<file path="config.mk">
export PLATFORM = sky130hd
export DESIGN_NAME = fpu_dispatch
export DESIGN_NICKNAME = d
export VERILOG_FILES = /design/src/rtl/fpu_dispatch.sv
export SDC_FILE = /design/constraint.sdc
export NUM_CORES = 1
export LEC_CHECK = 0
export CORE_ASPECT_RATIO = 0.75
export CORE_MARGIN = 2
export CORE_UTILIZATION = 35
export DETAILED_ROUTE_END_ITERATION = 7
export GPL_ROUTABILITY_DRIVEN = 0
export GPL_TIMING_DRIVEN = 0
export HOLD_SLACK_MARGIN = 0.1
export PLACE_DENSITY_LB_ADDON = 0.08
export SLEW_MARGIN = 20
export SYNTH_ARGS = -nofsm -noshare
export SYNTH_HDL_FRONTEND = slang
export SYNTH_SLANG_ARGS = --single-unit
</file>
<file path="constraint.sdc">
create_clock -name clk -period 3.1 [get_ports clk]
set_clock_uncertainty 0.05 [all_clocks]
set_input_delay 0.465 -clock clk [delete_from_list [all_inputs] [get_ports clk]]
set_output_delay 0.465 -clock clk [all_outputs]
set_load 0.02 [all_outputs]
</file>
<file path="src/rtl/fpu_dispatch.sv">
// fpu_dispatch: command FIFO and issue slot in front of the dFPU, an in-order
// tag FIFO matching returned results to destination registers, and a writeback register.
module fpu_dispatch #(
  parameter int DEPTH = 4,
  parameter int TAGS  = 4
) (
  input  logic        clk,
  input  logic        rstn,
  input  logic        cmd_vld,
  output logic        cmd_rdy,
  input  logic [3:0]  cmd_ope,
  input  logic [31:0] cmd_src1,
  input  logic [31:0] cmd_src2,
  input  logic [5:0]  cmd_rd,
  output logic [3:0]  f_ope_data,
  output logic [31:0] f_in1_data,
  output logic [31:0] f_in2_data,
  output logic        f_in_vld,
  input  logic        f_in_rdy,
  input  logic [31:0] f_out_data,
  input  logic [2:0]  f_err,
  input  logic        f_out_vld,
  output logic        f_out_rdy,
  output logic        wb_vld,
  input  logic        wb_rdy,
  output logic [5:0]  wb_rd,
  output logic [31:0] wb_data,
  output logic [2:0]  wb_err,
  output logic [3:0]  err_sticky,
  output logic        busy
);
  localparam int CPW = (DEPTH > 1) ? $clog2(DEPTH) : 1;
  localparam int CCW = $clog2(DEPTH + 1);
  localparam int TPW = (TAGS > 1) ? $clog2(TAGS) : 1;
  localparam int TCW = $clog2(TAGS + 1);
  localparam logic [CPW-1:0] CPTR_LAST = CPW'(DEPTH - 1);
  localparam logic [CCW-1:0] CCNT_FULL = CCW'(DEPTH);
  localparam logic [TPW-1:0] TPTR_LAST = TPW'(TAGS - 1);
  localparam logic [TCW-1:0] TAGS_MAX  = TCW'(TAGS);

  typedef struct packed {
    logic [3:0]  ope;
    logic [31:0] src1;
    logic [31:0] src2;
    logic [5:0]  rd;
  } cmd_t;

  cmd_t           cmd_mem_r [DEPTH];
  cmd_t           cmd_in_s;
  logic [CPW-1:0] cmd_wptr_r, cmd_rptr_r;
  logic [CCW-1:0] cmd_count_r, cmd_count_s;
  logic           cmd_rdy_r;
  logic           run_r;
  cmd_t           slot_r;
  logic           slot_vld_r;
  logic [5:0]     tag_mem_r [TAGS];
  logic [TPW-1:0] tag_wptr_r, tag_rptr_r;
  logic [TCW-1:0] tag_count_r, tag_count_s;
  logic [TCW-1:0] outstanding_r, outstanding_s;
  logic           wb_vld_r;
  logic [5:0]     wb_rd_r;
  logic [31:0]    wb_data_r;
  logic [2:0]     wb_err_r;
  logic [3:0]     err_sticky_r;
  logic           push_s, accept_s, load_s, f_out_rdy_s;
  logic           res_fire_s, res_ok_s, res_bad_s;

  function automatic logic [CPW-1:0] cmd_ptr_inc(input logic [CPW-1:0] p);
    return (p == CPTR_LAST) ? '0 : p + CPW'(1);
  endfunction

  function automatic logic [TPW-1:0] tag_ptr_inc(input logic [TPW-1:0] p);
    return (p == TPTR_LAST) ? '0 : p + TPW'(1);
  endfunction

  assign cmd_in_s    = '{ope: cmd_ope, src1: cmd_src1, src2: cmd_src2, rd: cmd_rd};
  assign push_s      = cmd_vld & cmd_rdy_r;
  assign accept_s    = slot_vld_r & f_in_rdy;
  // The accepted slot moves into the tag FIFO, so it still counts as outstanding.
  assign load_s      = (cmd_count_r != '0) & (~slot_vld_r | accept_s) & (outstanding_r < TAGS_MAX);
  assign f_out_rdy_s = run_r & (~wb_vld_r | wb_rdy);
  assign res_fire_s  = f_out_vld & f_out_rdy_s;
  assign res_ok_s    = res_fire_s & (tag_count_r != '0);
  assign res_bad_s   = res_fire_s & (tag_count_r == '0);

  // Next-state occupancy counters for the command FIFO, tag FIFO and in-flight total.
  always_comb begin
    cmd_count_s   = cmd_count_r;
    tag_count_s   = tag_count_r;
    outstanding_s = outstanding_r;
    case ({push_s, load_s})
      2'b10:   cmd_count_s = cmd_count_r + CCW'(1);
      2'b01:   cmd_count_s = cmd_count_r - CCW'(1);
      default: cmd_count_s = cmd_count_r;
    endcase
    case ({accept_s, res_ok_s})
      2'b10:   tag_count_s = tag_count_r + TCW'(1);
      2'b01:   tag_count_s = tag_count_r - TCW'(1);
      default: tag_count_s = tag_count_r;
    endcase
    case ({load_s, res_ok_s})
      2'b10:   outstanding_s = outstanding_r + TCW'(1);
      2'b01:   outstanding_s = outstanding_r - TCW'(1);
      default: outstanding_s = outstanding_r;
    endcase
  end

  // FIFO storage arrays; contents are don't-care until their pointers make them visible.
  always_ff @(posedge clk) begin
    if (push_s) begin
      cmd_mem_r[cmd_wptr_r] <= cmd_in_s;
    end
    if (accept_s) begin
      tag_mem_r[tag_wptr_r] <= slot_r.rd;
    end
  end

  // Control state, issue slot and writeback register.
  always_ff @(posedge clk) begin
    if (!rstn) begin
      run_r         <= 1'b0;
      cmd_rdy_r     <= 1'b0;
      cmd_wptr_r    <= '0;
      cmd_rptr_r    <= '0;
      cmd_count_r   <= '0;
      slot_r        <= '0;
      slot_vld_r    <= 1'b0;
      tag_wptr_r    <= '0;
      tag_rptr_r    <= '0;
      tag_count_r   <= '0;
      outstanding_r <= '0;
      wb_vld_r      <= 1'b0;
      wb_rd_r       <= 6'd0;
      wb_data_r     <= 32'd0;
      wb_err_r      <= 3'd0;
      err_sticky_r  <= 4'd0;
    end else begin
      run_r         <= 1'b1;
      cmd_rdy_r     <= (cmd_count_s != CCNT_FULL);
      cmd_count_r   <= cmd_count_s;
      tag_count_r   <= tag_count_s;
      outstanding_r <= outstanding_s;
      if (push_s) begin
        cmd_wptr_r <= cmd_ptr_inc(cmd_wptr_r);
      end
      if (load_s) begin
        cmd_rptr_r <= cmd_ptr_inc(cmd_rptr_r);
        slot_r     <= cmd_mem_r[cmd_rptr_r];
        slot_vld_r <= 1'b1;
      end else if (accept_s) begin
        slot_vld_r <= 1'b0;
      end
      if (accept_s) begin
        tag_wptr_r <= tag_ptr_inc(tag_wptr_r);
      end
      if (res_ok_s) begin
        tag_rptr_r   <= tag_ptr_inc(tag_rptr_r);
        wb_vld_r     <= 1'b1;
        wb_rd_r      <= tag_mem_r[tag_rptr_r];
        wb_data_r    <= f_out_data;
        wb_err_r     <= f_err;
        err_sticky_r <= err_sticky_r | {1'b0, f_err};
      end else if (wb_vld_r & wb_rdy) begin
        wb_vld_r <= 1'b0;
      end
      if (res_bad_s) begin
        err_sticky_r[3] <= 1'b1;
      end
    end
  end

  assign cmd_rdy    = cmd_rdy_r;
  assign f_ope_data = slot_r.ope;
  assign f_in1_data = slot_r.src1;
  assign f_in2_data = slot_r.src2;
  assign f_in_vld   = slot_vld_r;
  assign f_out_rdy  = f_out_rdy_s;
  assign wb_vld     = wb_vld_r;
  assign wb_rd      = wb_rd_r;
  assign wb_data    = wb_data_r;
  assign wb_err     = wb_err_r;
  assign err_sticky = err_sticky_r;
  assign busy       = (cmd_count_r != '0) | slot_vld_r | (tag_count_r != '0) | wb_vld_r;
endmodule

</file>
==> metrics.log <==
INFO  metric groute.usage.overall = between 10% and 20%
INFO  metric postSynthRegisterBits = 460
INFO  metric synth.area.top_cells = edfxtp_1 (54%), dfxtp_1 (16%), mux4_2 (10%), o2bb2ai_1 (4.0%), buf_4 (2.9%)
INFO  metric cts_tree = built
INFO  metric route.detailed.wl_per_inst = slightly above 20 µm
INFO  metric p_clk_share = 28.7%
INFO  metric worst-path-max-fanout = 12
INFO  metric antenna_left = 0
INFO  metric floorplan.io_pins = 233
INFO  metric dp_hpwl = 25,900 µm
INFO  metric power.sequential.fraction = between 40% and 50%
INFO  metric unrepaired_setup_endpoints_after_global_routing = no
INFO  metric worstPathRequired = 2.58 ns
INFO  metric status = finished clean
INFO  metric die_h = 198 µm
INFO  metric die_area = 52,200 µm²
INFO  metric detailedRoute.firstIterationViolations = about 480
INFO  metric postSynth.asyncResetShare = 0%
INFO  metric cts.sink_count = 460
INFO  metric grt_antenna_before_repair = 3
INFO  metric timing.critical_path.to = f_out_rdy
INFO  metric initial_utilization = 35.3%
INFO  metric dominantRegCellSynth = edfxtp_1
INFO  metric postSynthAreaPerCell = between 15 and 20 µm²
INFO  metric fp.dieW = 263 µm
INFO  metric area_fraction_in_compound_gates_after_synthesis = 7.34%
INFO  metric grt_max_degree = 42
INFO  metric area_growth_syn_to_layout = 27.3%
INFO  metric comb_power_share = 29.7%
INFO  metric power.leakage = 7.35 nW
INFO  metric critical_path.startpoint = wb_rdy
INFO  metric finalCriticalPeriod = 3.00 ns
INFO  metric max-cap-violations = 0
INFO  metric total_setup_violations_reported_at_the_end_of_the_flow = 0
INFO  metric leading_cell_types_in_the_layout_fill_and_taps_excluded = edfxtp_1 (320), clkdlybuf4s50_1 (232), dfxtp_1 (140), nand2_1 (85)
INFO  metric ir_worst_vdd = between 0.0003 and 0.0004 V
INFO  metric clk_root_buffer_cell = clkbuf_16
INFO  metric placed_cells = 1,967
INFO  metric worstHoldPathType = in -> reg
INFO  metric yosysTopAreaCell = edfxtp_1
INFO  metric cts_inserted_buffers = 48
INFO  metric drt_first_pass_iters = 5
INFO  metric buffer_ports.inserted = 232
INFO  metric final_layout_size_suffix_gt1_share = 19.1%
INFO  metric mostFrequentLayoutCell = edfxtp_1
INFO  metric synth_largest_type_area_fraction = 54.5%
INFO  metric drt_wl_total = 41,300 µm
INFO  metric htree_num_levels = 2
INFO  metric multiplexer_area_fraction_after_synthesis = 10.3%
INFO  metric achievable-frequency = between 300 and 400 MHz
INFO  metric final_cells = 2,054
INFO  metric worst_setup_hold_path_clk_slew = 0.06 ns
INFO  metric slew_headroom = 34.7%
INFO  metric p_per_area = 861 nW/µm²
INFO  metric cp-start-kind = primary input
INFO  metric netlist-cell-type-count = 39
INFO  metric synth.cell_area = between 15,000 and 20,000 µm²
INFO  metric synth-seq-area-share = 70.4%
INFO  metric fp-row-count = 71
INFO  metric total_power = 0.0193 W
INFO  metric vias_in_the_first_global_route = 10,500
INFO  metric mean_number_of_vias_per_cell = 4.91
INFO  metric cp.arrival = 2.49 ns
INFO  metric worst_skew_pair.late_latency = 0.57 ns
INFO  metric grt_first_pass_wirelength = between 60,000 and 70,000 µm
INFO  metric route.vias.total = 10,100
INFO  metric fin_hold_viols = 0
INFO  metric ctsLongestPathBuffers = 3
INFO  metric placeable_area = 49,900 µm²
INFO  metric rr_worst_depth = 9
INFO  metric post_synthesis_cell_count = about 1,100
INFO  metric synth-edff-count = 320
INFO  metric combinational_family_with_the_most_area_after_synthesis = multiplexers
INFO  metric total_switching_power = 0.00565 W
INFO  metric overflow = 0
INFO  metric setup.worst_path.class = in -> out
INFO  metric synth_simple_gate_area_share = 4.75%
INFO  metric synth_fa_ha_area_share = 1.26%
INFO  metric reg2reg_from = wb_vld
INFO  metric internal-power = 0.0137 W
INFO  metric synthesis.yosys.warnings = 0
INFO  metric worstSetupEndpointType = output port
INFO  metric drc_errors = 0
INFO  metric r2r_setup_slack = 0.40 ns
INFO  metric synth_nets = 1,203
INFO  metric synthXorXnorAreaFrac = 0.298%
INFO  metric drv_slew = 0
INFO  metric rr_endpoint = tag_count_r[2]
INFO  metric nets = around 1,500
INFO  metric finalCritPeriodShare = 96.9%
INFO  metric switching_share = 29.2%
INFO  metric worstMarginPinSlew = 0.979 ns
## critical path, stage by stage
cell and delay [ns]:
clkdlybuf4s50_1 0.48, nand2b_1 0.44, buf_2 0.32, and2_1 0.16
clkdlybuf4s50_1 0.62
## how the worst min path moves through the flow
stage	from	end	slack (ns)	cells after the start
final	rstn	run_r	0.37	1
after global routing	rstn	run_r	0.34	1
after CTS	rstn	run_r	0.33	1
after detailed placement	err_sticky[0]	err_sticky[0]	0.40	2
after global placement	err_sticky[1]	err_sticky[1]	0.39	2
after floorplan	f_in1_data[0]	f_in1_data[0]	0.39	2
## cells by family (layout without fill, tap and decap cells)
group,count (synthesis),count (layout)
fa+ha+maj,16,16
xor+xnor,6,6
simple gates,170,170
other cells,0,1
buf+inv,161,485
mux,82,82
compound gates,177,177
flops,460,460
## synth_stat cells (3+ instances only)
| cell | n |
|---|---|
| buf_2 | 21 |
| dfxtp_1 | 140 |
| or3_1 | 4 |
| buf_4 | 69 |
| nand4_1 | 39 |
| buf_6 | 8 |
| buf_1 | 5 |
| o21ai_0 | 3 |
| and3_1 | 8 |
| nand2_1 | 85 |
| o31ai_1 | 39 |
| mux4_2 | 80 |
| buf_8 | 4 |
| a21oi_1 | 51 |
| o2bb2ai_1 | 80 |
| clkbuf_1 | 35 |
| inv_1 | 17 |
| nor2_1 | 17 |
| xor2_1 | 6 |
| ha_1 | 13 |
| fa_1 | 3 |
| edfxtp_1 | 320 |
## metrics by stage
step | area [µm²] | setup WS [ns] | TNS, ns | hold WS (ns) | util (%)
6_report | 22500 | 0.0959 | 0 | 0.369 | 45.0
5_1_grt | 22500 | 0.0269 | 0 | 0.341 | 45.0
4_1_cts | 22400 | 0.0465 | 0 | 0.326 | 45.0
3_5_place_dp | 21000 | -0.649 | -2.33 | 0.399 | 42.0
3_3_place_gp | 20800 | -2.01 | -575.60 | 0.386 | 41.6
2_1_floorplan | 17600 | 0.271 | 0 | 0.389 | -
## power by group through the flow
stage	registers (W)	clock network [W]	logic [W]
global placement	0.00822	0	0.00579
detailed placement	0.00818	0	0.00588
finish	0.00805	0.00556	0.00574
floorplan	0.00813	0	0.00365
global route	0.00817	0.00600	0.00623
CTS	0.00806	0.00577	0.00590
## final cells by class
class                   instances  area, µm²
well taps                     657        822
clock inverters                19        165
diodes                          1       2.50
inverters                      19       71.3
repair buffers                238       2470
plain buffers                 140        916
multi-input cells             451       4260
fillers                      4434      27500
flip-flops and latches        460      12400
clock buffers                  69       1340
## repair_timing
item                       in CTS  in global routing
buffers inserted                0                  0
resized for setup               0                  1
setup endpoints to repair       2                  1
hold buffers                    0                  0
## state kept, by name, indices dropped and copies added, names as in the netlist
name / cells
cmd_count_r: 3
cmd_mem_r: 296
cmd_rdy: 1
cmd_rptr_r: 2
cmd_wptr_r: 2
err_sticky: 4
f_in1_data: 32
f_in2_data: 32
f_in_vld: 1
f_ope_data: 4
outstanding_r: 3
run_r: 1
slot_r: 6
tag_count_r: 3
tag_mem_r: 24
tag_rptr_r: 2
tag_wptr_r: 2
wb_data: 32
wb_err: 3
wb_rd: 6
wb_vld: 1
## metal layers
layer	part of all wire [%]	track usage [%]
met1	45	21.3
met2	48	26.1
met3	4.4	3.24
met4	2.4	5.10
met5	0.097	0
No activity file was read; power rests on OpenSTA's default activity.
